$ cat config.mk
export PLATFORM = sky130hd
export DESIGN_NAME = serial_shifter
export DESIGN_NICKNAME = d
export VERILOG_FILES = /design/src/rtl/serial_shifter.sv
export SDC_FILE = /design/constraint.sdc
export NUM_CORES = 1
export LEC_CHECK = 0
export ABC_AREA = 1
export BUFFER_PORTS_ARGS = -buffer_cell sky130_fd_sc_hd__buf_2
export CORE_ASPECT_RATIO = 1.5
export CORE_UTILIZATION = 58
export DETAILED_ROUTE_END_ITERATION = 10
export PLACE_DENSITY = 0.86
export SLEW_MARGIN = 20
export SYNTH_ARGS = -nofsm -noshare
export SYNTH_HDL_FRONTEND = slang
export SYNTH_SLANG_ARGS = --single-unit
$ cat constraint.sdc
create_clock -name clk -period 3.5 [get_ports clk]
set_input_delay 0.175 -clock clk [delete_from_list [all_inputs] [get_ports clk]]
set_output_delay 0.175 -clock clk [all_outputs]
set_load 0.02 [all_outputs]
$ cat src/rtl/serial_shifter.sv
// serial_shifter: SLL/SRL/SRA/pass unit, one bit per clock (two per clock with SERIAL_SHIFTER_FAST2_EN).
// Latency: done N+1 edges after start (ceil(N/2)+1 with FAST2), 1 edge for N=0 or op 11.
// Backpressure: start is only accepted in IDLE; requests arriving while busy are dropped, not queued.
module serial_shifter #(
  parameter int WIDTH = 32
) (
  input  logic             clk,
  input  logic             rst_n,
  input  logic             start,
  input  logic [1:0]       op,
  input  logic [WIDTH-1:0] X,
  input  logic [WIDTH-1:0] Y,
  output logic             busy,
  output logic             done,
  output logic [WIDTH-1:0] result
);

  localparam int CW = $clog2(WIDTH);

  typedef enum logic [1:0] {
    IDLE  = 2'd0,
    SHIFT = 2'd1,
    DONE  = 2'd2
  } state_t;

  state_t           state, state_nxt;
  logic [WIDTH-1:0] acc, acc_nxt;
  logic [WIDTH-1:0] shift_dat;
  logic [WIDTH-1:0] result_nxt;
  logic [1:0]       opr, opr_nxt;
  logic [CW-1:0]    count, count_nxt;
  logic [CW-1:0]    count_dec;
  logic             two_step;

  // Only the low log2(WIDTH) bits of Y carry the shift amount.
  logic unused_y_hi;
  assign unused_y_hi = ^Y[WIDTH-1:CW];

`ifdef SERIAL_SHIFTER_FAST2_EN
  assign two_step = (count[CW-1:1] != '0);
`else
  assign two_step = 1'b0;
`endif

  assign count_dec = two_step ? (count - CW'(2)) : (count - CW'(1));

  always_comb begin
    shift_dat = acc;
    case (opr)
      2'b00:   shift_dat = two_step ? {acc[WIDTH-3:0], 2'b00}
                                    : {acc[WIDTH-2:0], 1'b0};
      2'b01:   shift_dat = two_step ? {2'b00, acc[WIDTH-1:2]}
                                    : {1'b0, acc[WIDTH-1:1]};
      2'b10:   shift_dat = two_step ? {{2{acc[WIDTH-1]}}, acc[WIDTH-1:2]}
                                    : {acc[WIDTH-1], acc[WIDTH-1:1]};
      default: shift_dat = acc;
    endcase
  end

  always_comb begin
    state_nxt  = state;
    acc_nxt    = acc;
    opr_nxt    = opr;
    count_nxt  = count;
    result_nxt = result;
    case (state)
      IDLE: begin
        if (start) begin
          acc_nxt   = X;
          opr_nxt   = op;
          count_nxt = Y[CW-1:0];
          // Zero shift and pass-through complete without touching acc.
          if ((Y[CW-1:0] == '0) || (op == 2'b11)) begin
            state_nxt  = DONE;
            result_nxt = X;
          end else begin
            state_nxt = SHIFT;
          end
        end
      end
      SHIFT: begin
        acc_nxt   = shift_dat;
        count_nxt = count_dec;
        if (count_dec == '0) begin
          state_nxt  = DONE;
          result_nxt = shift_dat;
        end
      end
      DONE:    state_nxt = IDLE;
      default: state_nxt = IDLE;
    endcase
  end

  always_ff @(posedge clk or negedge rst_n) begin
    if (!rst_n) begin
      state  <= IDLE;
      acc    <= '0;
      opr    <= 2'b00;
      count  <= '0;
      result <= '0;
    end else begin
      state  <= state_nxt;
      acc    <= acc_nxt;
      opr    <= opr_nxt;
      count  <= count_nxt;
      result <= result_nxt;
    end
  end

  assign busy = (state != IDLE);
  assign done = (state == DONE);

endmodule

==> results.yml <==
status:
  status: "finished with violations"
  violations: "DRC"
setup_path:
  cpPeakStageDelay_ps: 760
  crit_path_top_delay_cell: "nand2_1"
  path_class: "flop to flop"
  crit_chain: "nor2_2, buf_4, inv_2, nand2_1, nor2_1, nor2_1, nor2_1, nand2_1, o21ai_1"
  crit_arrival_ps: 2510
  r2r_end: "acc[20]"
  reg2reg_depth: 9
  path_max_fanout: 33
  cp-start-kind: "flop"
  required_ps: 3710
  reg2reg_from: "opr[1]"
  crit_top_cell: "nor2_1"
  critPathCaptureType: "flop"
  crit_family: "simple AND/OR/NAND/NOR gates"
  crit_buf_inv: 2
  reg2reg_slack_ps: 1190
global_routing:
  grt_pass1_wl_um: 16400
  grt_max_degree: 74
  grtUsageMet2_pct: 49.8
  grt_use_met1_pct: 33.6
  antenna_found_initial: 0
  grt_usage_pct: 28.0
  met3_usage_pct: 5.01
  grt.overflow.total: 0
  first_global_vias: 3744
  grt_busiest_layer: "met2"
cells_and_area:
  fin_cells: 725
  drive_above_1_share_pct: 17.0
  design_area_sq_um: 4570
  syn_to_final_growth_pct: 11.9
  nNetsFinal: 714
  n_antenna_cell: 0
logic_synthesis:
  syn_avg_cell_area_sq_um: 6.99
  ys_async_sr_fraction_pct: 100
  netlist_top_cells_area: "dfrtp_1 (45%), nand2_1 (16%), nor2_1 (12%), nand3_1 (8.1%), inv_1 (3.9%)"
  synth-seq-cells: 73
  yosysUniqueCellTypes: 24
  synth.net_count: 655
  syn_inst: 584
  yosysTopAreaCellShare_pct: 44.8
  netlist_area_sq_um: 4080
  yosysTopAreaCell: "dfrtp_1"
  yosysSeqAreaShare_pct: 44.8
  synth-main-ff-cell: "dfrtp_1"
  synth_edf_count: 0
  yosysWarnings: 0
power_and_ir_drop:
  finalPower_uw: 4950
  clkPwrFrac_pct: 13.8
  p_sw_uw: 2460
  swShare_pct: 49.8
  power_frac_comb_pct: 54.7
  p_seq_share_pct: 31.6
  worst_ir_drop_vdd_mv: 0.832
  leakage_uw: 0.00244
  intPower_uw: 2480
  power.density_nw_per_um2: 1080
clock_tree:
  cts_max_level: 3
  postCtsResizedCells: 0
  cts_root_buf: "clkbuf_8"
  clock_sinks: 73
  clkLatencyLatePin_ps: 360
  ctsHoldBuffers: 0
  cts_setup_buffers: 0
  clk_pin_slew_ps: 80
  clock_path_buffers: 2
  cts_tree: "yes"
  cts_buffers: 9
die:
  io_pins: 103
  num_rows: 37
  start_util_pct: 59.6
  die_w_um: 70.5
  die_h_um: 105
  dieArea_sq_um: 7380
  core_area_sq_um: 6850
detailed_routing:
  drt_pass1_iterations: 8
  postRouteAntennaNets: 0
  drt_iter0_drc: 349
  vias: 3908
  routed_via_density: 5.39
  wl_um: 9580
  wl_per_cell_um: 13.2
  drcViolationCount: 10
timing:
  period_share_pct: 65.9
  relSlewSlack_pct: 30.5
  finalMaxSlewViolations: 0
  finalSetupViolCount: 0
  hold_violations: 0
  whs_ps: 32.5
  fin_tns_setup_ps: 0
  min_period_ps: 2310
  grt_setup_unrepaired: "no"
  worst_clock_skew_ps: 9.33
  clock.fmax_mhz: 434
  worstMarginPinSlew_ps: 1040
min_path:
  hold_class: "input pin to async pin"
placement:
  dp_cells: 710
  place.gp.congestion: 0.785
  dpl-instance-area_sq_um: 4370
  hpwl_um: 6040
  io_buffers: 75
flow_run:
  cap_violations: 0
## cell usage in the layout (no fill, tap or decap)
cell type / count
a21oi_1: 11
a21oi_4: 1
buf_2: 75
buf_4: 5
bufinv_16: 1
clkbuf_1: 1
clkbuf_8: 11
clkinv_2: 3
dfrtp_1: 73
ha_1: 2
inv_1: 42
inv_2: 3
inv_4: 1
mux2_2: 2
nand2_1: 177
nand2_2: 3
nand2_4: 2
nand3_1: 66
nor2_1: 127
nor2_2: 2
nor2_4: 1
o21ai_0: 18
o21ai_1: 16
o22ai_1: 3
o311ai_0: 1
## cell type report
| cell class | count | area, sq um |
|---|---|---|
| multi-input cells | 432 | 1850 |
| repair buffers | 80 | 413 |
| flip-flops and latches | 73 | 1830 |
| inverters | 47 | 180 |
| well taps | 78 | 97.6 |
| clock inverters | 3 | 40.0 |
| fillers | 612 | 2290 |
| clock buffers | 12 | 155 |
## how the worst max path moves through the flow
stage	start	end	slack, ps	depth (start not counted)
6_report	opr[1]	acc[20]	1190	9
5_1_grt	opr[1]	acc[20]	970	9
4_1_cts	opr[1]	acc[20]	1190	9
3_5_place_dp	opr[1]	acc[12]	1220	9
3_3_place_gp	opr[1]	acc[14]	1250	9
2_1_floorplan	count[0]	result[0]	1890	11
## sequential cells by signal, indices dropped and copies added, names as in the netlist
| signal | cells |
|---|---|
| opr | 2 |
| acc | 32 |
| state | 2 |
| result | 32 |
| count | 5 |
## logic make-up after synthesis
logic type	share of synthesized area [%]
compound gates	6.59
mux	0.552
flops	44.8
simple gates	37.6
buf+inv	9.84
fa+ha+maj	0.613
## per-stage QoR
step | util, % | setup slack [ps]
after floorplan | - | 1890
after global placement | 63.8 | 1250
after detailed placement | 63.8 | 1220
after CTS | 66.6 | 1190
after global routing | 66.6 | 965
final | 66.6 | 1190
## synth_stat cells, types with 3 or more instances
master and instances:
nand2_1 177, nor2_1 127, dfrtp_1 73, nand3_1 66, inv_1 42, o21ai_0 18
o21ai_1 16, a21oi_1 11, buf_2 9, buf_4 8, buf_6 8, clkbuf_1 7
inv_2 3, nand2_2 3, o22ai_1 3
## metal layers
| metal | vias to the layer above | routed length, um | share of wire (%) |
|---|---|---|---|
| met5 | - | 0 | 0 |
| met4 | 0 | 170 | 1.8 |
| met3 | 14 | 456 | 4.8 |
| met2 | 119 | 4840 | 51 |
| met1 | 1836 | 4110 | 43 |
| li1 | 1939 | - | - |
## power by group through the flow
stage | combinational [uW] | clock [uW] | sequential, uW
finish | 2700 | 680 | 1560
global route | 3050 | 718 | 1610
CTS | 2690 | 684 | 1560
detailed placement | 2680 | 0 | 1570
global placement | 2610 | 0 | 1550
floorplan | 1970 | 0 | 1740
Power figures use the tool's default switching activity.
